`src/rtl/icache_fetch_unit.sv`:
```
// rtl/icache_fetch_unit.sv - direct-mapped instruction cache between IF and the memory line-fetch port
module icache_fetch_unit #(
  parameter int IDX_W  = 4,
  parameter int ADDR_W = 32
) (
  input  logic              clk,
  input  logic              rst,
  input  logic              rdy,
  input  logic              if_valid,
  input  logic [ADDR_W-1:0] if_addr,
  input  logic              if_flush,
  output logic              if_done,
  output logic [31:0]       if_inst,
  output logic              icache_fc_valid,
  output logic [ADDR_W-1:0] icache_fc_addr,
  input  logic              icache_fc_done,
  input  logic [127:0]      icache_fc_line
);

  localparam int LINES = 1 << IDX_W;
  localparam int TAG_W = ADDR_W - 4 - IDX_W;

  localparam logic [0:0] ST_IDLE = 1'b0;
  localparam logic [0:0] ST_MISS = 1'b1;

  logic [LINES-1:0] valid;
  logic [TAG_W-1:0] tags [LINES];
  logic [127:0]     data [LINES];

  logic [0:0]        state;
  logic [ADDR_W-1:2] req_addr;
  logic              cancelled;

  logic [IDX_W-1:0] if_idx;
  logic [TAG_W-1:0] if_tag;
  logic [IDX_W-1:0] req_idx;
  logic [TAG_W-1:0] req_tag;
  logic             hit;
  logic             fill;

  assign if_idx  = if_addr[3+IDX_W:4];
  assign if_tag  = if_addr[ADDR_W-1:4+IDX_W];
  assign req_idx = req_addr[3+IDX_W:4];
  assign req_tag = req_addr[ADDR_W-1:4+IDX_W];
  assign hit     = valid[if_idx] && (tags[if_idx] == if_tag);
  assign fill    = rdy && (state == ST_MISS) && icache_fc_done;

  function automatic logic [31:0] sel_word(input logic [127:0] line, input logic [1:0] w);
    return line[32*w +: 32];
  endfunction

  always_ff @(posedge clk or negedge rst) begin
    if (!rst) begin
      valid <= '0;
    end else if (fill) begin
      valid[req_idx] <= 1'b1;
    end
  end

  // Tag and data arrays are not reset; the valid bits alone gate their use.
  always_ff @(posedge clk) begin
    if (fill) begin
      data[req_idx] <= icache_fc_line;
      tags[req_idx] <= req_tag;
    end
  end

  always_ff @(posedge clk or negedge rst) begin
    if (!rst) begin
      state           <= ST_IDLE;
      req_addr        <= '0;
      cancelled       <= 1'b0;
      if_done         <= 1'b0;
      if_inst         <= '0;
      icache_fc_valid <= 1'b0;
      icache_fc_addr  <= '0;
    end else if (rdy) begin
      if_done <= 1'b0;
      case (state)
        ST_IDLE: begin
          if (if_valid && !if_flush) begin
            if (hit) begin
              if_done <= 1'b1;
              if_inst <= sel_word(data[if_idx], if_addr[3:2]);
            end else begin
              icache_fc_valid <= 1'b1;
              icache_fc_addr  <= {if_addr[ADDR_W-1:4], 4'b0000};
              req_addr        <= if_addr[ADDR_W-1:2];
              cancelled       <= 1'b0;
              state           <= ST_MISS;
            end
          end
        end
        ST_MISS: begin
          if (icache_fc_done) begin
            icache_fc_valid <= 1'b0;
            // A flush in the same cycle as the returning line still suppresses delivery.
            if (!cancelled && !if_flush) begin
              if_done <= 1'b1;
              if_inst <= sel_word(icache_fc_line, req_addr[3:2]);
            end
            state <= ST_IDLE;
          end else if (if_flush) begin
            cancelled <= 1'b1;
          end
        end
        default: state <= ST_IDLE;
      endcase
    end
  end

endmodule

```
`config.mk`:
```
export PLATFORM = sky130hd
export DESIGN_NAME = icache_fetch_unit
export DESIGN_NICKNAME = d
export VERILOG_FILES = /design/src/rtl/icache_fetch_unit.sv
export SDC_FILE = /design/constraint.sdc
export NUM_CORES = 2
export LEC_CHECK = 0
export BUFFER_PORTS_ARGS = -buffer_cell sky130_fd_sc_hd__buf_2
export CORE_UTILIZATION = 51
export CTS_CLUSTER_DIAMETER = 200
export DETAILED_ROUTE_END_ITERATION = 6
export PLACE_DENSITY = 0.65
export SLEW_MARGIN = 10
export SYNTH_ARGS = -nofsm -noshare
export SYNTH_HDL_FRONTEND = slang
export SYNTH_SLANG_ARGS = --single-unit
```
`constraint.sdc`:
```
create_clock -name clk -period 20.7 [get_ports clk]
set_input_delay 1.035 -clock clk [delete_from_list [all_inputs] [get_ports clk]]
set_output_delay 1.035 -clock clk [all_outputs]
set_load 0.05 [all_outputs]
```
==> flow_metrics.tcl <==
set metrics [dict create \
    outcome "complete, no violations" \
    dpl.cell_count 7031 \
    seq_area_frac_synth_pct 76.9 \
    vias_per_cell 6.46 \
    ir_drop_uv 82.4 \
    yosysWarnings 0 \
    finalCritPeriodShare_pct 29.7 \
    comb_power_share_pct 8.6 \
    cts.htree.levels 4 \
    die_h_um 440 \
    setup_viol 0 \
    std_cell_rows 160 \
    period_needed_ps 6140 \
    place_ws_ps 13570 \
    syn_avg_cell_area_um2 22.0 \
    grt_overflow_total 0 \
    setup_slack_ps 14560 \
    worstMarginPinSlew_ps 1280 \
    required_ps 21460 \
    grt_pass1_vias 47900 \
    cts_sinks 2514 \
    worstRegToRegCells 7 \
    p_sw_uw 2630 \
    post_cts_resized 0 \
    synth-main-ff-cell "edfxtp_1" \
    wl_per_cell_um 34.2 \
    dr.first_iter.drc_count 5590 \
    fp.coreArea_um2 190000 \
    cts_setup_buffers 0 \
    ys_ff_latch 2514 \
    numCtsBuffers 240 \
    clkTransAtPathRegs_ps 60 \
    rrSetupSlack_ps 15950 \
    gp_congestion 0.780 \
    swShare_pct 23.6 \
    cts_root_buffer "clkbuf_16" \
    grt_first_pass_wirelength_um 362000 \
    clock-skew-final_ps 55.7 \
    fp.dieW_um 440 \
    rsz0062_at_grt "false" \
    hp-class "input pin to asynchronous set/reset pin" \
    hpwl_um 139000 \
    fin_cells 7498 \
    io_pins 232 \
    postRouteAntennaNets 0 \
    area_growth_pct 12.1 \
    vias 48500 \
    synth_cells 4441 \
    antenna_found_initial 54 \
    crit_arrival_ps 6910 \
    die-area_um2 193000 \
    critPathKind "input pin to register" \
    max_freq_mhz 163 \
    p_leak_uw 0.0350 \
    p_int_uw 8520 \
    setup-tns-final_ps 0 \
    power_density_nw_per_um2 102 \
    firstDrtPassIters 6 \
    crit_path_start "if_addr[4]" \
    maxCapViolations 0 \
    synth-edff-count 2432 \
    hold_violations 0 \
    cts_buffer_depth 3 \
    hold_buffers 0 \
    grt_max_degree 110 \
    reg2reg_to "data[10][51]" \
    port_buffers 225 \
    insertion_delay_ps 890 \
    routed_wl_um 257000 \
    startpoint_type "input pin" \
    ys_types 66 \
    seq_power_share_pct 52.6 \
    drc 0 \
    clock_power_share_pct 38.8 \
    drive_gt1_share_pct 28.5 \
    nets 4928 \
    endpoint_kind "register" \
    slew_viol_final 0 \
    start_util_pct 51.4 \
    synthArstFlopShare_pct 3.26 \
    mappedNetlistArea_um2 97700 \
    cts_tree "built" \
    grt_util_all_layers_pct 26.7 \
    whs_ps 271 \
    relSlewSlack_pct 14.4 \
    cp_max_fo 86 \
    rr_startpoint "state" \
]
[synthesized netlist by cell type, types with 3 or more instances]
cell	n	area, um^2
o221ai_1	10	87.6
nand3_1	32	160
a22o_1	10	87.6
o21ai_0	48	240
nor2b_1	31	194
xor2_1	3	26.3
inv_1	11	41.3
mux2_2	52	586
buf_4	71	533
nand4_1	11	68.8
buf_6	14	158
o22ai_1	39	244
a221oi_1	13	114
nand2_1	122	458
a2111oi_0	11	96.3
a32o_1	10	100
a211oi_1	36	270
nand2b_1	12	75.1
a31oi_1	14	87.6
buf_1	19	71.3
a22oi_1	72	541
o211ai_1	16	120
clkbuf_1	96	360
a32oi_1	5	43.8
and2_1	15	93.8
mux2i_1	177	1770
dfrtp_1	82	2050
nor3_1	41	205
a21oi_1	70	350
nor4_1	10	62.6
or2_2	22	138
edfxtp_1	2432	73000
buf_2	65	325
nor2_1	76	285
and3_1	8	50.1
mux2_4	28	420
buf_12	3	60.1
mux4_2	606	13600
xnor2_1	15	131
[worst max-delay path by stage]
stage | to | cells after the start | slack (ps)
after global routing | if_inst[19] | 12 | 14170
after floorplan | valid[0] | 5 | 7540
final | if_inst[19] | 12 | 14560
after detailed placement | if_inst[19] | 12 | 13570
after global placement | if_inst[19] | 12 | 13550
after CTS | if_inst[19] | 12 | 14490
[worst max-delay path: stages]
cell	delay (ps)
buf_8	480
buf_4	880
buf_12	620
buf_4	740
buf_4	610
mux4_2	580
and2_1	170
a211oi_1	340
a21oi_1	90
o211ai_1	490
o211ai_1	280
mux2_4	320
[cells by family after synthesis]
logic type | Yosys count | synth area share, %
flip-flops | 2514 | 76.9
multiplexers | 863 | 16.8
AND/OR/NAND/NOR | 391 | 1.93
AO/OA/AOI/OAI | 372 | 2.63
buffers and inverters | 282 | 1.61
XOR/XNOR | 18 | 0.161
other | 1 | 0.00384
[layer usage]
metal | vias to the layer above | routed length [um] | track usage (%)
met3 | 414 | 22700 | 5.05
met1 | 26200 | 102000 | 37.9
met5 | - | 160 | 0
met4 | 26 | 8150 | 8.25
li1 | 19400 | - | -
met2 | 2397 | 124000 | 42.3
[power by group through the flow]
stage	combinational [uW]	clock, uW	sequential [uW]
4_1_cts	958	4370	5870
3_5_place_dp	956	0	5970
5_1_grt	997	4570	5880
2_1_floorplan	517	0	6040
6_report	954	4330	5860
3_3_place_gp	947	0	5960
[state kept, by name, indices dropped and copies added (netlist names)]
signal	count
data	2048
req_addr	30
cancelled	1
if_inst	32
valid	16
if_done	1
icache_fc_valid	1
state	1
tags	384
[cell usage in the layout, fill, tap and decap left out, types with 39 or more instances in the layout]
master / instances
nor2_1: 59
a21oi_1: 70
o21ai_0: 48
clkbuf_1: 67
clkbuf_16: 241
dfrtp_1: 79
a22oi_1: 72
mux4_2: 606
mux2i_1: 177
nand2_1: 122
buf_2: 218
buf_4: 112
mux2_2: 52
edfxtp_1: 2432
clkinv_1: 62
o22ai_1: 39
[layout make-up]
cell class / count / area [um^2]
inverters: 12 / 47.5
clock buffers: 315 / 6380
multi-input cells: 1648 / 21200
diodes: 16 / 40.0
fillers: 13800 / 80700
repair buffers: 346 / 2240
well taps: 2511 / 3140
flip-flops and latches: 2514 / 75100
clock inverters: 136 / 1370
[through the flow]
step | instance area, um^2 | util, % | power [uW]
detailed placement | 102000 | 53.5 | 6930
finish | 110000 | 57.6 | 11100
CTS | 109000 | 57.6 | 11200
global route | 109000 | 57.6 | 11400
floorplan | 97700 | - | 6560
global placement | 102000 | 53.5 | 6910
(Power assumes the default switching activity.)
